File: src/rtl/clint_timer_pkg.sv
// -----------------------------------------------------------------------------
// clint_timer_pkg
//   Shared constants and helpers for the core-local interruptor.
//   - CLINT_BASE     default base address of the block on the MMIO bus
//   - CLINT_*        register offsets from the base address
//   - clint_sel_e    register selected by the address decoder
//   - byte_merge     byte-lane write merge for 64-bit registers
// -----------------------------------------------------------------------------
package clint_timer_pkg;

    localparam logic [63:0] CLINT_BASE      = 64'h0000_0000_0200_0000;
    localparam logic [15:0] CLINT_MSIP      = 16'h0000;
    localparam logic [15:0] CLINT_MTIMECMP  = 16'h4000;
    localparam logic [15:0] CLINT_TICKDIV   = 16'h8000;
    localparam logic [15:0] CLINT_MTIME     = 16'hBFF8;
    localparam int          CLINT_MAX_HARTS = 8;

    typedef enum logic [2:0] {
        SEL_NONE,
        SEL_MSIP,
        SEL_MTIMECMP,
        SEL_TICKDIV,
        SEL_MTIME
    } clint_sel_e;

    function automatic logic [63:0] byte_merge(input logic [63:0] old_val,
                                               input logic [63:0] new_val,
                                               input logic [7:0]  strb);
        logic [63:0] res;
        for (int k = 0; k < 8; k++) begin
            res[8*k +: 8] = strb[k] ? new_val[8*k +: 8] : old_val[8*k +: 8];
        end
        return res;
    endfunction

endpackage

File: src/rtl/clint_timer_prescaler.sv
// -----------------------------------------------------------------------------
// clint_prescaler
//   Programmable divider that produces the mtime advance strobe.
//   Ports:
//     clk, rst_n    system clock, asynchronous active-low reset
//     div_we        write to the tick_div register this cycle
//     div_strb      byte strobes for the 32-bit divisor
//     div_wdata     write data for the divisor
//     tick_div      current divisor register (for read-back)
//     tick          one-cycle strobe, asserted once every tick_div cycles
// -----------------------------------------------------------------------------
module clint_prescaler #(
    parameter logic [31:0] TICK_DIV = 32'd1
) (
    input  logic        clk,
    input  logic        rst_n,
    input  logic        div_we,
    input  logic [3:0]  div_strb,
    input  logic [31:0] div_wdata,
    output logic [31:0] tick_div,
    output logic        tick
);

    logic [31:0] pcnt;
    logic [31:0] div_eff;
    logic [31:0] tick_div_next;

    // A divisor of 0 behaves like 1 (tick every cycle).
    assign div_eff = (tick_div == 32'd0) ? 32'd1 : tick_div;

    // A divisor write restarts the period, so no tick is issued in that cycle.
    assign tick = ~div_we & (pcnt == div_eff - 32'd1);

    always_comb begin
        tick_div_next = tick_div;
        for (int k = 0; k < 4; k++) begin
            if (div_strb[k]) begin
                tick_div_next[8*k +: 8] = div_wdata[8*k +: 8];
            end
        end
    end

    always_ff @(posedge clk or negedge rst_n) begin
        if (!rst_n) begin
            tick_div <= TICK_DIV;
            pcnt     <= 32'd0;
        end else if (div_we) begin
            tick_div <= tick_div_next;
            pcnt     <= 32'd0;
        end else if (tick) begin
            pcnt     <= 32'd0;
        end else begin
            pcnt     <= pcnt + 32'd1;
        end
    end

endmodule

File: src/rtl/clint_timer.sv
// -----------------------------------------------------------------------------
// clint_timer
//   Core-local interruptor: shared 64-bit mtime, per-hart mtimecmp and msip.
//   Ports:
//     clk, rst_n     system clock, asynchronous active-low reset
//     cen_i, wen_i   access enable, 1 = write / 0 = read
//     addr_i         byte address
//     wstrb_i        byte write strobes (lane k = wdata_i[8k+7:8k])
//     wdata_i        write data
//     rdata_o        registered read data, held until the next read
//     rvalid_o       one-cycle pulse the cycle after a read
//     timer_int_o    per-hart MTIP, registered (mtime >= mtimecmp)
//     soft_int_o     per-hart MSIP, straight from the msip bit
// -----------------------------------------------------------------------------
module clint_timer
    import clint_timer_pkg::*;
#(
    parameter int          NUM_HARTS = 1,
    parameter logic [63:0] BASE_ADDR = CLINT_BASE,
    parameter logic [31:0] TICK_DIV  = 32'd1
) (
    input  logic                 clk,
    input  logic                 rst_n,
    input  logic                 cen_i,
    input  logic                 wen_i,
    input  logic [63:0]          addr_i,
    input  logic [7:0]           wstrb_i,
    input  logic [63:0]          wdata_i,
    output logic [63:0]          rdata_o,
    output logic                 rvalid_o,
    output logic [NUM_HARTS-1:0] timer_int_o,
    output logic [NUM_HARTS-1:0] soft_int_o
);

    logic        wr;
    logic        rd;
    logic        lane_hi;
    logic [63:0] offset;
    logic [15:0] off16;
    logic [15:0] msip_off;
    logic [15:0] cmp_off;
    clint_sel_e  sel;
    logic [2:0]  hart_sel;

    logic [63:0]          mtime;
    logic [63:0]          mtimecmp [NUM_HARTS];
    logic [NUM_HARTS-1:0] msip;
    logic [31:0]          tick_div;
    logic                 tick;
    logic                 msip_strb;
    logic                 msip_wbit;
    logic [63:0]          rd_val;

    assign wr      = cen_i & wen_i;
    assign rd      = cen_i & ~wen_i;
    assign lane_hi = addr_i[2];

    // Addresses below the base wrap to a huge offset and decode as unmapped.
    assign offset   = addr_i - BASE_ADDR;
    assign off16    = offset[15:0];
    assign msip_off = off16 - CLINT_MSIP;
    assign cmp_off  = off16 - CLINT_MTIMECMP;

    always_comb begin
        sel      = SEL_NONE;
        hart_sel = 3'd0;
        if (offset[63:16] == 48'd0) begin
            if (off16 == CLINT_MTIME) begin
                sel = SEL_MTIME;
            end else if (off16 == CLINT_TICKDIV) begin
                sel = SEL_TICKDIV;
            end else if (off16 < CLINT_MTIMECMP) begin
                if (msip_off[1:0] == 2'b00 && {2'b00, msip_off[15:2]} < 16'(NUM_HARTS)) begin
                    sel      = SEL_MSIP;
                    hart_sel = msip_off[4:2];
                end
            end else if (cmp_off[2:0] == 3'b000 && {3'b000, cmp_off[15:3]} < 16'(NUM_HARTS)) begin
                sel      = SEL_MTIMECMP;
                hart_sel = cmp_off[5:3];
            end
        end
    end

    // msip is a 32-bit register whose data sits in the upper lanes at a 4-byte offset.
    assign msip_strb = lane_hi ? wstrb_i[4] : wstrb_i[0];
    assign msip_wbit = lane_hi ? wdata_i[32] : wdata_i[0];

    clint_prescaler #(
        .TICK_DIV (TICK_DIV)
    ) u_prescaler (
        .clk       (clk),
        .rst_n     (rst_n),
        .div_we    (wr && sel == SEL_TICKDIV),
        .div_strb  (wstrb_i[3:0]),
        .div_wdata (wdata_i[31:0]),
        .tick_div  (tick_div),
        .tick      (tick)
    );

    // A software write wins over the tick; unstrobed bytes keep the pre-tick value.
    always_ff @(posedge clk or negedge rst_n) begin
        if (!rst_n) begin
            mtime <= 64'd0;
        end else if (wr && sel == SEL_MTIME) begin
            mtime <= byte_merge(mtime, wdata_i, wstrb_i);
        end else if (tick) begin
            mtime <= mtime + 64'd1;
        end
    end

    for (genvar h = 0; h < NUM_HARTS; h++) begin : g_hart
        logic [63:0] cmp_q;
        logic        msip_q;
        logic        tint_q;
        logic        hit;

        assign hit = wr && (hart_sel == 3'(h));

        always_ff @(posedge clk or negedge rst_n) begin
            if (!rst_n) begin
                cmp_q  <= '1;
                msip_q <= 1'b0;
                tint_q <= 1'b0;
            end else begin
                if (hit && sel == SEL_MTIMECMP) begin
                    cmp_q <= byte_merge(cmp_q, wdata_i, wstrb_i);
                end
                if (hit && sel == SEL_MSIP && msip_strb) begin
                    msip_q <= msip_wbit;
                end
                tint_q <= (mtime >= cmp_q);
            end
        end

        assign mtimecmp[h]    = cmp_q;
        assign msip[h]        = msip_q;
        assign timer_int_o[h] = tint_q;
    end

    assign soft_int_o = msip;

    always_comb begin
        rd_val = 64'd0;
        case (sel)
            SEL_MTIME:   rd_val = mtime;
            SEL_TICKDIV: rd_val = {32'd0, tick_div};
            SEL_MTIMECMP: begin
                for (int h = 0; h < NUM_HARTS; h++) begin
                    if (hart_sel == 3'(h)) begin
                        rd_val = mtimecmp[h];
                    end
                end
            end
            SEL_MSIP: begin
                for (int h = 0; h < NUM_HARTS; h++) begin
                    if (hart_sel == 3'(h)) begin
                        rd_val = lane_hi ? {31'd0, msip[h], 32'd0} : {63'd0, msip[h]};
                    end
                end
            end
            default: rd_val = 64'd0;
        endcase
    end

    always_ff @(posedge clk or negedge rst_n) begin
        if (!rst_n) begin
            rdata_o  <= 64'd0;
            rvalid_o <= 1'b0;
        end else begin
            rvalid_o <= rd;
            if (rd) begin
                rdata_o <= rd_val;
            end
        end
    end

endmodule

File: config.mk
export PLATFORM = sky130hd
export DESIGN_NAME = clint_timer
export DESIGN_NICKNAME = d
export VERILOG_FILES = /design/src/rtl/clint_timer_pkg.sv /design/src/rtl/clint_timer_prescaler.sv /design/src/rtl/clint_timer.sv
export SDC_FILE = /design/constraint.sdc
export NUM_CORES = 1
export LEC_CHECK = 0
export BUFFER_PORTS_ARGS = -buffer_cell sky130_fd_sc_hd__buf_2
export CAP_MARGIN = 25
export CORE_MARGIN = 1
export CORE_UTILIZATION = 30
export CTS_BUF_LIST = sky130_fd_sc_hd__clkbuf_8 sky130_fd_sc_hd__clkbuf_16
export CTS_CLUSTER_DIAMETER = 200
export DETAILED_ROUTE_END_ITERATION = 12
export REMOVE_ABC_BUFFERS = 1
export SETUP_SLACK_MARGIN = 0.2
export SYNTH_ARGS = -nofsm -noshare
export SYNTH_HDL_FRONTEND = slang
export SYNTH_SLANG_ARGS = --single-unit
File: constraint.sdc
create_clock -name clk -period 5.35 [get_ports clk]
set_clock_uncertainty 0.1 [all_clocks]
set_input_delay 0.2675 -clock clk [delete_from_list [all_inputs] [get_ports clk]]
set_output_delay 0.2675 -clock clk [all_outputs]
set_load 0.05 [all_outputs]
==> summary by stage, run 1 <==
Run status
The run finished with clean final reports.

Setup path
The most numerous cell type found on the critical path is sky130_fd_sc_hd__nand4_1. STA classifies the critical path startpoint as a flop. The critical path goes through nor4_4 > nand4_1 > nor3_2 > nor2_1 > ha_1 > xor2_1 > o21ai_0 > or4_1 > nor4_2 > nand4_1 > or2_0 > or4_2 > nand2_2 > a21oi_1 > nor3_1. The critical path startpoint is u_prescaler.tick_div[16]$_DFFE_PN0P_. Along the worst path, the maximum fanout reaches 11. The depth of the worst register-to-register path is 15. STA classifies the critical path endpoint as a flop. The critical path data arrival time is 5.26 ns.

The slack of the worst reg-to-reg path is around 0.49 ns. STA puts the critical path data required time at 5.75 ns. The terminus of the critical flop-to-flop path is mtime[5]$_DFFE_PN0P_. On the worst path, the slowest cell contributes a delay of 0.92 ns.

The beginning of the worst register-to-register path is u_prescaler.tick_div[16]$_DFFE_PN0P_. The path type of the worst setup path is reg2reg. The critical path's slowest cell is sky130_fd_sc_hd__or4_2.

STA
Based on the critical path, the design can be clocked at up to 0.206 GHz. In the finished design, the share of the clock period the worst path needs comes to 90.9%. In this run the tightest slew margin relative to its limit is between 30% and 40%. The transition at the pin with the smallest max-transition slack is 0.997 ns.

The count of final max-slew check failures came to 0. The count of endpoints failing setup in the final report is 0. Setup repair after global routing could not meet its margin everywhere. In the post-route analysis, the smallest setup slack over all paths is about 0.49 ns.

The hold violation total from the final report is 0. The minimum clock period after layout is 4.86 ns.

Routing
The pre-antenna-repair detailed-routing pass consisted of 7 iterations. The met2 wire length is 28.7 mm. The final layout contains routed wiring with a total length of 59.2 mm. In the final routed layout, each cell accounts on average for 21.3 µm.

The met3 wire length is 3.03 mm. The DRC violation total after the first TritonRoute iteration is about 1400. After detailed routing, no signal wire sits above met5. Detailed routing inserted a total of 15500 vias. Once detail routing completed, the nets flagged for antenna violations numbered 0.

The met1 wire length is 25.8 mm. In the routed layout, each cell is associated on average with a via count of 5.56. In the routed design, unresolved DRC markers number 0.

Logic synthesis
The most common cell in the netlist is sky130_fd_sc_hd__dfrtp_1. After synthesis, the share of flip-flops with an asynchronous set or reset is 100%. The sequential area share after synthesis is 40.3%.

The synthesized netlist contains 79 unique library cells. The number of synthesized register bits is 259. In the synthesized netlist the dominant register cell turns out to be sky130_fd_sc_hd__dfrtp_1. Synthesis handed over a netlist of 1779 instances.

The proportion of synthesized area in mux cells is 7.22%. The synthesized-area fraction occupied by ao, oa, aoi and oai cells is 16.5%. After synthesis, the largest family of logic cells by area is simple AND/OR/NAND/NOR gates. During synthesis, Yosys emitted a total of 0 warnings. The synthesized design devotes to its leading area cell type 29.8% of total area. In the post-synthesis netlist, the biggest area contributors are sky130_fd_sc_hd__dfrtp_1, sky130_fd_sc_hd__dfstp_2, sky130_fd_sc_hd__mux2_2.

The synthesized netlist devotes 3.93% of its cell area to XOR and XNOR gates. By count the netlist is led by sky130_fd_sc_hd__dfrtp_1, sky130_fd_sc_hd__nand2_1, sky130_fd_sc_hd__nor2_1. The fraction of the mapped netlist area in adder cells is 5.22%. The average instance in the mapped netlist occupies 9.15 µm². Summing every instance area after synthesis gives about 16000 µm².

The simple-gate portion of the synthesized area is 22.3%. The synthesized design spends more area on one cell type than any other, namely sky130_fd_sc_hd__dfrtp_1. The number of flops mapped to enable cells by yosys is 0.

Pwr
Of the total power, the clock network draws 49.6%. The switching share of power is 23.6%. The leakage dissipation is 8.75 nW. The part of the total power dissipated in sequential elements is 45.2%.

IR analysis of the VDD net gives a maximum drop of 0.242 mV. The design draws between 0.004 and 0.005 W. The power per cell area is 216 nW/µm².

Of the total power, combinational logic draws under 10%. The net switching component of the power is about 0.001 W. The internal portion of the total power is 0.00332 W.

Worst hold path
The worst hold path startpoint is wstrb_i[0]. Counting instances, the worst hold path has a depth of 4. The min-delay analysis places its worst path in the category in2reg. For hold timing, the worst endpoint is mtime[6]$_DFFE_PN0P_.

Die
Pin placement for this block handled between 200 and 250 I/O pins. The initial utilization of the core area, before any placement, comes to 30.3%. The region available for standard cell placement spans ~54000 µm². The die span in y is ~230 µm. The floorplan step set the die width to 235 µm.

The floorplan has 85 rows. The die area is 55200 µm².

Placement
At the end of routability-driven placement, the weighted congestion stood at 0.942. The total half-perimeter wirelength after legalization and detailed placement is 43.9 mm. During placement, the flow inserted port buffers numbering 206. Before CTS, the worst setup slack after placement is a little over 0.3 ns.

CTS
The latest clock arrival within the worst-skew pair is 0.59 ns. Buffers inserted during clock tree synthesis total 31. In this run the number of H-tree levels came out at 1. CTS saw 259 sinks. TritonCTS built the clock tree. The library cell used as clock root buffer is sky130_fd_sc_hd__clkbuf_16. In this run the deepest clock path goes through 3 buffers.

The clock-pin transition on the worst setup and hold timing paths is 0.06 ns.

GRT
The largest net degree at the start of global routing is 100. The first-pass GRT wire length is around 92 mm. The via count of the first global-routing pass is 15400. The overall fraction of global-route tracks in use is 21.0%. The total overflow left after global routing is 0. The initial antenna violation count came to 3.

Finish
The post-route netlist has between 20% and 30% of its cells at a drive strength greater than 1. After filler insertion, the fill cell instance count of the layout stands at 5415. The number of nets at the end of the flow is 2268.

The repair_antennas step left the layout with diodes totalling 0. Compared with the post-synthesis result, the final layout area differs by 23.6%.

Flow run
Max-cap violations in this run came to 0.
## layout make-up
class                      instances  area (µm²)  area share (%)
clock buffer                      43         941            4.68
clock inverter                    14         105           0.522
inverter                          95         357            1.77
multi-input combinational       1340        9080            45.1
sequential                       259        6560            32.6
tap                              696         871            4.33
timing repair buffer             333        2210            11.0
## flip-flops by register name, indices dropped and copies added (netlist names)
name,flops
g_hart.cmp_q,64
mtime,64
rdata_o,64
u_prescaler.pcnt,32
u_prescaler.tick_div,32
rvalid_o,1
soft_int_o,1
timer_int_o,1
## routing by layer
metal,global-route usage [%],vias to the layer above
met1,27.3,7680
met5,0.260,-
met4,5.86,2
met2,36.2,500
li1,-,7184
met3,2.81,94
## cell families (layout without fill, tap and decap cells)
kind of cell	count (synthesis)	count (layout)
and+or+nand+nor	694	695
AOI/OAI and AO/OA	398	398
DFF	259	259
buffers and inverters	181	485
muxes	106	106
xor gates and xnor gates	73	73
adders and majority gates	68	68
## timing repair
item                                    4_1_cts  5_1_grt
setup buffers                                 0        1
gates resized for setup                       0        8
hold buffers                                 71        0
endpoints found under the hold margin       228        0
endpoints found under the setup margin        0       63
## worst max-delay path by stage
stage / slack, ns / endpoint
6_report: 0.49 / mtime[5]$_DFFE_PN0P_
2_1_floorplan: -0.97 / rdata_o[0]$_DFFE_PN0P_
3_5_place_dp: 0.31 / mtime[59]$_DFFE_PN0P_
5_1_grt: 0.15 / mtime[5]$_DFFE_PN0P_
4_1_cts: 0.27 / mtime[56]$_DFFE_PN0P_
3_3_place_gp: 0.47 / mtime[59]$_DFFE_PN0P_
## power by group through the flow
stage	logic, W	clock network, W	registers [W]
2_1_floorplan	0.0000341	0	0.00200
3_3_place_gp	0.000186	0	0.00200
3_5_place_dp	0.000188	0	0.00200
4_1_cts	0.000230	0.00219	0.00196
5_1_grt	0.000249	0.00226	0.00196
6_report	0.000227	0.00215	0.00196
## cells in the final DEF (no fill, tap or decap), types with 15 or more instances in the layout
master                          Yosys  routed
sky130_fd_sc_hd__a21o_1            22      22
sky130_fd_sc_hd__a21oi_1           75      75
sky130_fd_sc_hd__a222oi_1          31      31
sky130_fd_sc_hd__a22oi_1           35      35
sky130_fd_sc_hd__and3_1            31      31
sky130_fd_sc_hd__buf_2             15     205
sky130_fd_sc_hd__buf_4              3      52
sky130_fd_sc_hd__clkbuf_16          0      31
sky130_fd_sc_hd__dfrtp_1          194     194
sky130_fd_sc_hd__dfstp_2           65      65
sky130_fd_sc_hd__dlygate4sd3_1      0      71
sky130_fd_sc_hd__ha_1              68      68
sky130_fd_sc_hd__inv_1             95      99
sky130_fd_sc_hd__mux2_2            92      92
sky130_fd_sc_hd__nand2_1          176     176
sky130_fd_sc_hd__nand2b_1          20      19
sky130_fd_sc_hd__nand3_1           38      36
sky130_fd_sc_hd__nand4_1           48      48
sky130_fd_sc_hd__nor2_1           131     131
sky130_fd_sc_hd__nor3_1            80      75
sky130_fd_sc_hd__nor4_1            47      45
sky130_fd_sc_hd__o21ai_0          102     102
sky130_fd_sc_hd__o31ai_1           25      25
sky130_fd_sc_hd__or2_2             15      15
sky130_fd_sc_hd__xnor2_1           42      42
sky130_fd_sc_hd__xor2_1            31      31
## worst max-delay path, delay by kind of cell, from the launching register on
kind | cells | cell delay, ns
simple gates | 11 | 3.55
flops | 1 | 0.49
xor+xnor | 1 | 0.15
compound gates | 2 | 0.17
fa+ha+maj | 1 | 0.30
## metrics by stage
step           std cells  hold WS [ns]  utilization, %  cell area, µm²  setup TNS [ns]
2_1_floorplan       1693        -0.128               -           15900          -52.96
3_3_place_gp        2649         0.238            34.1           18300               0
3_5_place_dp        2650         0.252            34.1           18300               0
4_1_cts             2778       0.00418            37.3           20100               0
5_1_grt             2780        0.0597            37.5           20100               0
6_report            2780        0.0192            37.5           20100               0
Note: power is estimated with default switching activity, not from simulation.
==> run 2, diff against run 1 <==
--- a/config.mk
+++ b/config.mk
@@ -12,6 +12,7 @@
 export CTS_BUF_LIST = sky130_fd_sc_hd__clkbuf_8 sky130_fd_sc_hd__clkbuf_16
 export CTS_CLUSTER_DIAMETER = 200
 export DETAILED_ROUTE_END_ITERATION = 12
+export RECOVER_POWER = 50
 export REMOVE_ABC_BUFFERS = 1
 export SETUP_SLACK_MARGIN = 0.2
 export SYNTH_ARGS = -nofsm -noshare
==> run 2 against run 1 <==
Against the previous run:
- the flow now finishes with violations (capacitance limit, slew limit)
- global-route usage stayed put
- sequential cell count did not move
- setup slack gained 0.027 ns
- via count about the same
- worst hold slack better by 0.0022 ns
- wire length barely moved
- power barely moved
- clock power about the same
- cell count unchanged
- sequential share of layout area rose by 0.17 points
- utilization fell by 0.20 points
- non-clock buffer count stayed put
- largest power group unchanged
- highest routed layer unchanged
==> summary by stage, run 2 (synthesized netlist as in run 1, its figures left out) <==
GRT
The largest net degree at the start of global routing was 100 (unchanged). The overall overflow remaining after global route came to 0 (unchanged). The met3 track demand over resource in global routing came to 2.81% (unchanged). The first-pass GRT wire length is 91.5 mm (unchanged).

The met1 track demand over resource in global routing was 27.3% (unchanged). The layer with the highest usage is met2 (unchanged). The met2 track utilization from global routing is 36.2% (unchanged). The overall fraction of global-route tracks in use is 21.0% (unchanged). The via count of the first global-routing pass is 15400 (unchanged). The initial antenna violation count is 3 (unchanged).

Setup path
The maximum single-stage delay on the critical path is 0.90 ns (was 0.92 ns). The critical-path maximum fanout was 11 (unchanged). The total buffers and inverters traversed by the critical path is 0 (unchanged). The critical path data arrival time is 5.19 ns (was 5.26 ns). The slack of the worst reg-to-reg path came to 0.51 ns (was 0.49 ns). The path type of the worst setup path was reg2reg (unchanged). The cell repeated most along the worst path is sky130_fd_sc_hd__nand4_1 (unchanged). The depth of the worst register-to-register path came to 15 (unchanged). The critical path's slowest cell is sky130_fd_sc_hd__or4_2 (unchanged).

Ordered cell list for the critical path: nor4_4 > nand4_1 > nor3_2 > nor2_1 > ha_1 > xor2_1 > o21ai_0 > or4_1 > nor4_2 > nand4_1 > or2_0 > or4_2 > nor2b_1 > nor3_1 > a211oi_1 (was nor4_4 > nand4_1 > nor3_2 > nor2_1 > ha_1 > xor2_1 > o21ai_0 > or4_1 > nor4_2 > nand4_1 > or2_0 > or4_2 > nand2_2 > a21oi_1 > nor3_1). The worst endpoint required time came to 5.71 ns (was 5.75 ns). The beginning of the worst register-to-register path is u_prescaler.tick_div[20]$_DFFE_PN0P_ (was u_prescaler.tick_div[16]$_DFFE_PN0P_). The kind of end point of the critical path is a flop (unchanged). The category of cells accounting for the largest share of critical-path delay is simple AND/OR/NAND/NOR gates (unchanged).

The terminus of the critical flop-to-flop path was mtime[29]$_DFFE_PN0P_ (was mtime[5]$_DFFE_PN0P_). The critical path startpoint category is a flop (unchanged).

Worst hold path
The worst hold path startpoint is wstrb_i[0] (unchanged). The hold-critical path endpoint is mtime[6]$_DFFE_PN0P_ (unchanged). The depth of the worst hold-timing path was 4 (unchanged). The type of the most critical hold path is in2reg (unchanged).

Flow run
The count of max-cap constraint violations came to 5 (was 0).

Finish
The number of standard cells in the final layout excluding fillers came to 2780 (unchanged). The fraction of layout cells with a size suffix above 1 is 21.7% (was 25.0%). The post-layout utilization of the core is 37.3% (was 37.5%).

The leading cell type in the layout, fill and taps excluded was sky130_fd_sc_hd__dfrtp_1 (was sky130_fd_sc_hd__buf_2). The number of nets at the end of the flow was 2268 (unchanged). The area growth from synthesis to layout is 22.9% (was 23.6%).

Commonest cells after routing, fill and taps aside: sky130_fd_sc_hd__dfrtp_1, sky130_fd_sc_hd__nand2_1, sky130_fd_sc_hd__buf_2 (was sky130_fd_sc_hd__buf_2, sky130_fd_sc_hd__dfrtp_1, sky130_fd_sc_hd__nand2_1). The design area came to 20000 µm² (was 20100 µm²). The antenna cell count is 0 (unchanged).

Largest registers in the final layout: g_hart.cmp_q (64), mtime (64), rdata_o (64) (unchanged).

Placement
The placer's final routability congestion estimate was 0.942 (unchanged). The total half-perimeter wirelength after legalization and detailed placement is 43.9 mm (unchanged). The number of cells in the design after placement is 2650 (unchanged). The cell area reported after detailed placement is 18300 µm² (unchanged).

The number of port buffers is 206 (unchanged).

Routing
The post-detailed-route count of antenna-violating nets is 0 (unchanged). The total detailed-routing wirelength was 59.2 mm (about the same). The number of vias in the routed layout came to 15500 (about the same). The per-cell routed wire length is 21.3 µm (about the same). The number of remaining DRC errors is 0 (unchanged). The DRC violation total after the first TritonRoute iteration is 1284 (was 1363).

The iteration count of the initial detailed-routing pass is 7 (unchanged). The via-per-instance ratio is 5.56 (about the same).

STA
The highest attainable clock frequency is 0.207 GHz (was 0.206 GHz). The count of final max-slew check failures is 364 (was 0). The count of endpoints failing setup in the final report is 0 (unchanged). The worst max-slew margin expressed relative to the limit is -181% (was 33.5%). The post-route fraction of the period consumed by the critical path is 90.4% (was 90.9%). The minimum clock period after layout is 4.84 ns (was 4.86 ns). The transition at the pin with the smallest max-transition slack is 4.21 ns (was 0.997 ns).

RSZ-0062 raised after global routing: yes (unchanged). The sum of negative setup slack was 0 ns (unchanged). The hold violation total from the final report is 0 (unchanged).

CTS
The number of levels the H-tree was split into is 1 (unchanged). The CTS tree is built (unchanged). The library cell used as clock root buffer is sky130_fd_sc_hd__clkbuf_16 (unchanged). The latest clock arrival within the worst-skew pair is 0.59 ns (about the same). The maximum number of buffers from clock root to sink is 3 (unchanged). The clock-pin transition on the worst setup and hold timing paths is 0.06 ns (about the same). The total number of clock tree sinks is 259 (unchanged). The CTS buffer count was 31 (unchanged).

Run status
The checks that failed: capacitance limit, slew limit. Result of the run: complete, but fails checks (was finished clean).

Die
The die span in y is 235 µm (unchanged). The placeable core region is 53700 µm² (unchanged). The die area is 55200 µm² (unchanged).

The die outline width came to 235 µm (unchanged). The number of top-level design ports is 207 (unchanged). The number of placement rows came to 85 (unchanged). The starting utilization of the core area is 30.3% (unchanged).

Pwr
The worst ir drop on vdd is 0.241 mV (was 0.242 mV). The power per cell area is 217 nW/µm² (was 216 nW/µm²). The leakage dissipation is 8.44 nW (was 8.75 nW).
-- run 2: how the worst max path moves through the flow --
stage | endpoint | startpoint | slack (ns) | depth (start not counted)
final | mtime[29]$_DFFE_PN0P_ | u_prescaler.tick_div[20]$_DFFE_PN0P_ | 0.51 | 15
after detailed placement | mtime[59]$_DFFE_PN0P_ | u_prescaler.tick_div[18]$_DFFE_PN0P_ | 0.31 | 17
after global placement | mtime[59]$_DFFE_PN0P_ | u_prescaler.tick_div[27]$_DFFE_PN0P_ | 0.47 | 17
after CTS | mtime[56]$_DFFE_PN0P_ | u_prescaler.tick_div[27]$_DFFE_PN0P_ | 0.27 | 16
after floorplan | rdata_o[0]$_DFFE_PN0P_ | addr_i[48] | -0.97 | 9
after global routing | mtime[5]$_DFFE_PN0P_ | u_prescaler.tick_div[15]$_DFFE_PN0P_ | 0.15 | 15
-- run 2: where the power goes --
| group | switching, W | internal [W] |
|---|---|---|
| registers | 0.0000000823 | 0.00196 |
| logic | 0.000138 | 0.0000870 |
| clock network | 0.000884 | 0.00126 |
| total | 0.00102 | 0.00331 |
-- run 2: layout make-up --
type                    instances  area [µm²]
clock buffers                  43         941
clock inverters                14         105
fillers                      5456       33700
inverters                      95         357
multi-input cells            1340        9080
flip-flops and latches        259        6560
well taps                     696         871
repair buffers                333        2100
-- run 2: metrics by stage --
stage	setup WS (ns)	power [W]	hold WS, ns
after global placement	0.471	0.00218	0.238
after global routing	0.152	0.00447	0.0597
after CTS	0.270	0.00438	0.00418
after floorplan	-0.970	0.00203	-0.128
final	0.513	0.00434	0.0214
after detailed placement	0.308	0.00218	0.252
-- run 2: repair_timing --
action | CTS | global route
hold buffers | 71 | 0
setup endpoints to repair | 0 | 63
resized for setup | 0 | 8
setup buffers | 0 | 1
endpoints found under the hold margin | 228 | 0
-- run 2: worst min-delay path, stage by stage --
cell	delay (ns)
sky130_fd_sc_hd__buf_2	0.15
sky130_fd_sc_hd__nand2_1	0.10
sky130_fd_sc_hd__nor2_1	0.11
sky130_fd_sc_hd__nor3_1	0.05
-- run 2: layer usage --
layer,up-vias,part of all wire [%]
li1,7194,-
met1,7661,44
met2,518,49
met3,95,5.1
met4,2,2.8
met5,-,0.022
